==> src/rtl/mnist_pkg.sv <==
// rtl/mnist_pkg.sv - shared constants and FSM encoding for the image memory scheduler
//
// Purpose: grid geometry, pixel index width and the top-level scheduler states,
// imported by every file of the scheduler.
package mnist_pkg;

  localparam int GRID_SIZE = 28;
  localparam int DEPTH     = GRID_SIZE * GRID_SIZE;
  localparam int IDX_W     = 10;

  typedef enum logic [1:0] {
    ST_IDLE   = 2'd0,
    ST_CLEAR  = 2'd1,
    ST_STREAM = 2'd2
  } state_t;

endpackage

==> src/rtl/mnist_mem_scheduler_stream_fifo2.sv <==
// rtl/mnist_mem_scheduler_stream_fifo2.sv - two-entry FIFO for tagged stream pixels
//
// Purpose: holds pixel words returned by the memory until the inference
// datapath accepts them. Entry e0 is always the head.
// Ports:
//   clk, rst      clock, asynchronous active-high reset
//   push, din     write an entry (caller guarantees room)
//   pop           drop the head (caller guarantees non-empty)
//   dout          head entry
//   count         occupancy 0..2
module stream_fifo2 #(
  parameter int W = 42
) (
  input  logic         clk,
  input  logic         rst,
  input  logic         push,
  input  logic         pop,
  input  logic [W-1:0] din,
  output logic [W-1:0] dout,
  output logic [1:0]   count
);

  logic [W-1:0] e0;
  logic [W-1:0] e1;

  always_ff @(posedge clk or posedge rst) begin
    if (rst) begin
      e0    <= '0;
      e1    <= '0;
      count <= 2'd0;
    end else begin
      case ({push, pop})
        2'b10: begin
          if (count == 2'd0) e0 <= din;
          else               e1 <= din;
          count <= count + 2'd1;
        end
        2'b01: begin
          e0    <= e1;
          count <= count - 2'd1;
        end
        2'b11: begin
          // occupancy unchanged: the new entry lands behind whatever remains
          if (count == 2'd1) begin
            e0 <= din;
          end else begin
            e0 <= e1;
            e1 <= din;
          end
        end
        default: ;
      endcase
    end
  end

  assign dout = e0;

endmodule

==> src/rtl/mnist_mem_scheduler.sv <==
// rtl/mnist_mem_scheduler.sv - slot arbiter and sequencer for the 28x28 image memory
//
// Purpose: shares the single memory access slot per cycle between the clear
// engine, the draw writer, the inference pixel stream and the VGA reader
// (priority in that order).
// Ports:
//   CLOCK_50, reset                 clock, asynchronous active-high reset
//   clear_req / clear_busy          zero the whole grid
//   wr_req, wr_addr, wr_data, wr_ack draw writer
//   nn_start / nn_busy, nn_valid, nn_ready, nn_data, nn_index, nn_last  pixel stream
//   disp_req, disp_addr, disp_ack, disp_valid, disp_data                display reader
//   mem_addr, mem_we, mem_wdata, mem_rdata                              image memory
module mnist_mem_scheduler #(
  parameter int GRID_SIZE = mnist_pkg::GRID_SIZE,
  parameter int DEPTH     = GRID_SIZE * GRID_SIZE,
  parameter int ADDR_W    = 16,
  parameter int DATA_W    = 32
) (
  input  logic              CLOCK_50,
  input  logic              reset,
  input  logic              clear_req,
  output logic              clear_busy,
  input  logic              wr_req,
  input  logic [ADDR_W-1:0] wr_addr,
  input  logic [DATA_W-1:0] wr_data,
  output logic              wr_ack,
  input  logic              nn_start,
  output logic              nn_busy,
  output logic              nn_valid,
  input  logic              nn_ready,
  output logic [DATA_W-1:0] nn_data,
  output logic [9:0]        nn_index,
  output logic              nn_last,
  input  logic              disp_req,
  input  logic [ADDR_W-1:0] disp_addr,
  output logic              disp_ack,
  output logic              disp_valid,
  output logic [DATA_W-1:0] disp_data,
  output logic [ADDR_W-1:0] mem_addr,
  output logic              mem_we,
  output logic [DATA_W-1:0] mem_wdata,
  input  logic [DATA_W-1:0] mem_rdata
);

  import mnist_pkg::*;

  localparam logic [ADDR_W-1:0] DEPTH_A  = ADDR_W'(DEPTH);
  localparam logic [IDX_W:0]    DEPTH_I  = (IDX_W + 1)'(DEPTH);
  localparam logic [IDX_W-1:0]  LAST_IDX = IDX_W'(DEPTH - 1);

  state_t state, state_next;
  logic clr_pend, clr_pend_next;
  logic nn_pend, nn_pend_next;

  logic [IDX_W-1:0] clr_cnt;
  logic [IDX_W:0]   rd_idx;        // one extra bit so "all issued" is representable
  logic             inflight;      // a stream read was issued last cycle
  logic [IDX_W-1:0] inflight_idx;
  logic             disp_pend;
  logic             disp_oob;

  logic [1:0]              fifo_count;
  logic [DATA_W+IDX_W-1:0] fifo_head;
  logic                    head_valid, fifo_pop, rd_space;
  logic [IDX_W-1:0]        head_idx;

  logic clr_active, wr_grant, rd_issue, disp_grant;

  assign clr_active = (state == ST_CLEAR);
  assign head_valid = (fifo_count != 2'd0);
  assign fifo_pop   = head_valid && nn_ready;
  assign head_idx   = fifo_head[DATA_W+IDX_W-1:DATA_W];

  // Occupancy is taken after this cycle's pop so a continuously ready consumer
  // gets one word per cycle while the FIFO still never exceeds two entries.
  assign rd_space = (({1'b0, fifo_count} - {2'b00, fifo_pop} + {2'b00, inflight}) < 3'd2);

  assign wr_grant   = !reset && wr_req && !clr_active;
  assign rd_issue   = !reset && (state == ST_STREAM) && (rd_idx < DEPTH_I) && !wr_grant && rd_space;
  assign disp_grant = !reset && disp_req && !clr_active && !wr_grant && !rd_issue;

  assign wr_ack   = wr_grant;
  assign disp_ack = disp_grant;

  always_comb begin
    mem_addr  = '0;
    mem_we    = 1'b0;
    mem_wdata = '0;
    if (clr_active) begin
      mem_addr = {{(ADDR_W - IDX_W){1'b0}}, clr_cnt};
      mem_we   = 1'b1;
    end else if (wr_grant) begin
      mem_addr  = wr_addr;
      mem_we    = (wr_addr < DEPTH_A);
      mem_wdata = wr_data;
    end else if (rd_issue) begin
      mem_addr = {{(ADDR_W - IDX_W){1'b0}}, rd_idx[IDX_W-1:0]};
    end else if (disp_grant) begin
      mem_addr = disp_addr;
    end
  end

  always_comb begin
    state_next    = state;
    clr_pend_next = clr_pend;
    nn_pend_next  = nn_pend;
    case (state)
      ST_IDLE: begin
        if (clear_req || clr_pend) begin
          state_next    = ST_CLEAR;
          clr_pend_next = 1'b0;
          nn_pend_next  = nn_pend || nn_start;
        end else if (nn_start || nn_pend) begin
          state_next   = ST_STREAM;
          nn_pend_next = 1'b0;
        end
      end
      ST_CLEAR: begin
        if (nn_start) nn_pend_next = 1'b1;
        if (clr_cnt == LAST_IDX) state_next = ST_IDLE;
      end
      ST_STREAM: begin
        if (clear_req) clr_pend_next = 1'b1;
        if (fifo_pop && (head_idx == LAST_IDX)) state_next = ST_IDLE;
      end
      default: state_next = ST_IDLE;
    endcase
  end

  always_ff @(posedge CLOCK_50 or posedge reset) begin
    if (reset) begin
      state        <= ST_IDLE;
      clr_pend     <= 1'b0;
      nn_pend      <= 1'b0;
      clr_cnt      <= '0;
      rd_idx       <= '0;
      inflight     <= 1'b0;
      inflight_idx <= '0;
      disp_pend    <= 1'b0;
      disp_oob     <= 1'b0;
    end else begin
      state    <= state_next;
      clr_pend <= clr_pend_next;
      nn_pend  <= nn_pend_next;
      if (clr_active) clr_cnt <= (clr_cnt == LAST_IDX) ? '0 : clr_cnt + 1'b1;
      if ((state == ST_STREAM) && (state_next == ST_IDLE)) rd_idx <= '0;
      else if (rd_issue)                                  rd_idx <= rd_idx + 1'b1;
      inflight     <= rd_issue;
      inflight_idx <= rd_idx[IDX_W-1:0];
      disp_pend    <= disp_grant;
      disp_oob     <= (disp_addr >= DEPTH_A);
    end
  end

  stream_fifo2 #(.W(DATA_W + IDX_W)) u_fifo (
    .clk   (CLOCK_50),
    .rst   (reset),
    .push  (inflight),
    .pop   (fifo_pop),
    .din   ({inflight_idx, mem_rdata}),
    .dout  (fifo_head),
    .count (fifo_count)
  );

  assign nn_valid   = head_valid;
  assign nn_data    = head_valid ? fifo_head[DATA_W-1:0] : '0;
  assign nn_index   = head_valid ? head_idx : '0;
  assign nn_last    = head_valid && (head_idx == LAST_IDX);
  assign clear_busy = clr_pend || clr_active;
  assign nn_busy    = nn_pend || (state == ST_STREAM);

  // The memory's read port is itself a register, so the returned word is
  // qualified by the registered grant rather than registered a second time.
  assign disp_valid = disp_pend;
  assign disp_data  = (disp_pend && !disp_oob) ? mem_rdata : '0;

endmodule

==> config.mk <==
export PLATFORM = sky130hd
export DESIGN_NAME = mnist_mem_scheduler
export DESIGN_NICKNAME = d
export VERILOG_FILES = /design/src/rtl/mnist_pkg.sv /design/src/rtl/mnist_mem_scheduler_stream_fifo2.sv /design/src/rtl/mnist_mem_scheduler.sv
export SDC_FILE = /design/constraint.sdc
export NUM_CORES = 1
export LEC_CHECK = 0
export ABC_AREA = 1
export BUFFER_PORTS_ARGS = -buffer_cell sky130_fd_sc_hd__buf_2
export CAP_MARGIN = 15
export CORE_ASPECT_RATIO = 1.25
export CORE_MARGIN = 2
export CORE_UTILIZATION = 50
export DETAILED_ROUTE_END_ITERATION = 10
export PLACE_DENSITY = 0.79
export SYNTH_ARGS = -nofsm -noshare
export SYNTH_HDL_FRONTEND = slang
export SYNTH_SLANG_ARGS = --single-unit
==> constraint.sdc <==
create_clock -name CLOCK_50 -period 9.35 [get_ports CLOCK_50]
set_input_delay 0.935 -clock CLOCK_50 [delete_from_list [all_inputs] [get_ports CLOCK_50]]
set_output_delay 0.935 -clock CLOCK_50 [all_outputs]
set_load 0.005 [all_outputs]
==> impl_summary.md <==
Outcome
The run finished with clean final reports.

Timing
After layout, the minimum clock period comes to 5.07 ns. The upper clock frequency limit is 0.197 GHz. Setup violations remaining at the end of the flow were counted as 0. Setup total negative slack on the finished layout was measured at 0 ns. Setup repair after global routing left no endpoint under its margin. The relative slew slack is 0.356. The final worst-path cycle share is 0.542. At the pin with the least slew margin, the transition time is 0.965 ns. After layout, the worst setup slack is 4.28 ns. The number of pins exceeding their max-slew limit in the final report is 0. The number of endpoints with negative hold slack in the final report was 0.

The worst clock skew on the final layout is 0.00767 ns.

Setup path
STA classifies the critical path endpoint as an output port. The data required time of the critical path is 8.42 ns. The largest fanout on the critical path is 45. For the worst setup path, the data arrival time is 4.14 ns. The flop-to-flop setup slack is 5.63 ns. By startpoint and endpoint, the worst setup path is classified as flip-flop to output port.

The startpoint type of the worst setup path is a flip-flop.

Route
Summing over every cut layer, the via total after detailed routing is 6881. For this block, the routed nets add up to 18500 um of wire. The number of detailed-route iterations in the first pass is 5.

The number of antenna-violating nets in the routed design is 0. In this run, the number of DRC markers left after iteration 0 of detailed routing was 416. The final routed wire length divided by cell count is 13.4 um. The per-cell via count in the routed design is 4.99. The DRC violation count after routing is 0.

Die
The die is 109 um wide. For this configuration, the core starts out at a cell density of 0.506. The die extent in y is 136 um. In this run the standard cell core region covers 13700 um^2. For this design the top-level I/O count stands at 233. The full die area is 14800 um^2. The number of rows in the core area is 48.

Placement
At the end of routability-driven placement, the weighted congestion stood at 0.936. The port buffer count is 232. The area of placed instances is 8060 um^2.

At the placement stage, the worst setup path has a slack of 4.67 ns. The half-perimeter wire length after placement is 13100 um.

Clock tree
Counting every sink on the clock net gives 124. The TritonCTS clock tree is built. The library cell used as clock root buffer is clkbuf_16. The post-cts sizing count is 0. The buffer depth of the longest clock path is 2. The clock latency on the worst-skew pair is 0.41 ns. The hold buffer count at cts is 0.

Clock-pin slew was measured on the worst setup and hold paths at 0.05 ns. The TritonCTS buffer count is 17. The number of H-tree levels is 4. The post-CTS setup repair buffer count is 0.

GRT
For this run the aggregate overflow at the end of global routing stands at 0. The via count of the first global-routing pass was 6423. The initial antenna violation count was 2.

The first global-routing pass estimated 29500 um of wire. Entering global routing, the biggest net connects 89 pins. The overall global routing resource usage is 0.254.

Logic synthesis
After synthesis, the netlist uses 33 different library cells. After synthesis the netlist holds a flip-flop and latch count of 124. In the synthesized netlist the async set-or-reset flop fraction comes to 1.00. In this run the cell area of the synthesized design comes to 6930 um^2. The count of yosys warnings during synthesis is 0. The number of enable-type register cells in the synthesized netlist is 0.

The cell type with the highest aggregate area in the netlist is dfrtp_1. The most common cell in the synthesized netlist is nand2_1. For this run, the leading register cell type out of synthesis is dfrtp_1. Ranked by total cell area, the synthesized netlist is headed by dfrtp_1 45%, nand2_1 14%, nor2_1 9.4%, inv_1 9.0%, nand3_1 3.1%. For this run, the register share of the synthesized area comes to 0.448. The number of nets produced by synthesis is 1093. Counting instances in the post-synthesis netlist gives the leading cell types as 264 x nand2_1, 173 x nor2_1, 166 x inv_1. The mean cell area of the mapped netlist is 7.05 um^2. Of the post-synthesis cell area, the dominant cell type holds 0.448. The number of standard cells after synthesis is 983.

Power and ir drop
The power share of the combinational group is 0.276. The static power due to leakage is 5.09 nW. Summed over all nets, the switching power comes to 0.584 mW.

The share of total power dissipated in sequential elements is 0.377. VDD sags by at most 0.135 mV. Of the total power, the clock network draws 0.347. The share of total power consumed by net switching is 0.327. Power spread over the standard cell area amounts to 206 nW/um^2. The internal power of the cells is 1.20 mW.

Layout
The count of fill cells added during filler insertion is 1245. The area growth from synthesis to layout is 25.2%. At the end of the flow, the number of nets in the layout was 1305. The multi-input combinational cell area is 2910 um^2. With fillers left out, the area of the finished cells amounts to 8670 um^2. The sequential cells in the finished layout cover a total of 3100 um^2.

The share of final-layout standard cells stronger than drive strength 1 is 0.248. The number of antenna diodes in the final layout is 0.

Flow run
The max capacitance violation total is 0.

Hold path
The path class of the tightest hold or removal check is flip-flop to flip-flop.
## final cells by class
cell class,count,share of cell area
inverters,171,0.0749
multi-input cells,644,0.335
repair buffers,237,0.143
well taps,175,0.0252
flip-flops and latches,124,0.358
clock inverters,8,0.0110
clock buffers,21,0.0531
## power by group through the flow
stage	registers (mW)	logic (mW)	clock network [mW]
after CTS	0.673	0.494	0.630
after detailed placement	0.681	0.490	0
after floorplan	0.669	0.329	0
final	0.673	0.493	0.620
after global placement	0.677	0.484	0
after global routing	0.684	0.559	0.654
## cells by family (layout without fill, tap and decap cells)
logic type                 count (synthesis)  count (layout)  synth area share
xor gates and xnor gates                   8               8            0.0101
adders and majority gates                  7               7            0.0137
and+or+nand+nor                          527             527             0.311
AOI/OAI and AO/OA                        102             102            0.0843
DFF                                      124             124             0.448
buffers and inverters                    215             437             0.133
## layer usage
layer  GRT usage  share of wire  vias up
met5           0        0.00081        -
met4       0.123          0.037        2
met3      0.0553          0.071       51
met2       0.439           0.50      285
met1       0.295           0.39     3129
li1            -              -     3414
## critical path, cell delays in order (launching register included)
cell     delay (ns)
dfrtp_1        0.42
inv_1          0.12
ha_2           0.80
inv_6          0.04
nand2_4        0.11
inv_2          0.05
nor2_1         0.08
o21ai_0        0.09
fa_1           0.39
nand2_1        0.08
nand3_1        0.08
nor2_2         0.47
nand2_2        0.34
nand2_1        0.26
inv_1          0.13
nand2_1        0.08
nand2_1        0.04
buf_2          0.12
## metrics by stage
step	hold WS [ns]	util	power, mW	instances
after floorplan	0.395	-	0.998	983
after detailed placement	0.455	0.589	1.17	1349
after global placement	0.461	0.589	1.16	1349
after global routing	0.500	0.633	1.90	1380
final	0.464	0.633	1.79	1380
after CTS	0.468	0.629	1.80	1378
## path summary, 6_finish.rpt
kind | endpoint | start | cells after the start
min | rd_idx[10] | rd_idx[10] | 2
max in group asynchronous | u_fifo.e1[5] | reset | 4
max | mem_addr[14] | u_fifo.count[1] | 17
min reg2reg | rd_idx[10] | rd_idx[10] | 2
min in group asynchronous | rd_idx[10] | reset | 2
max reg2reg | rd_idx[0] | u_fifo.count[1] | 16
## placed cells by master, fill, tap and decap left out, types with 3 or more instances in the layout
cell / synthesis / final
xor2_1: 6 / 6
or2_2: 4 / 4
a21oi_2: 18 / 18
nand3_1: 43 / 43
clkbuf_16: 0 / 17
o21ai_1: 27 / 27
buf_2: 7 / 232
nor3_1: 10 / 10
ha_1: 6 / 5
buf_4: 6 / 3
nand4_1: 20 / 20
nand2_4: 3 / 3
inv_1: 166 / 165
clkinv_2: 0 / 4
dfrtp_1: 124 / 124
nor2_1: 173 / 173
nor4_1: 3 / 3
inv_2: 3 / 3
a21oi_1: 28 / 28
o22ai_1: 5 / 5
nand2_1: 264 / 264
o21ai_0: 24 / 24
## flip-flops by register name, summed over array words and instances, names as in the netlist
signal and count:
inflight_idx 10, state 2, disp_valid 1, nn_pend 1, disp_oob 1, rd_idx 11, clr_pend 1, u_fifo.count 2
u_fifo.dout 42, u_fifo.e1 42, inflight 1, clr_cnt 10
Power figures use the tool's default switching activity.
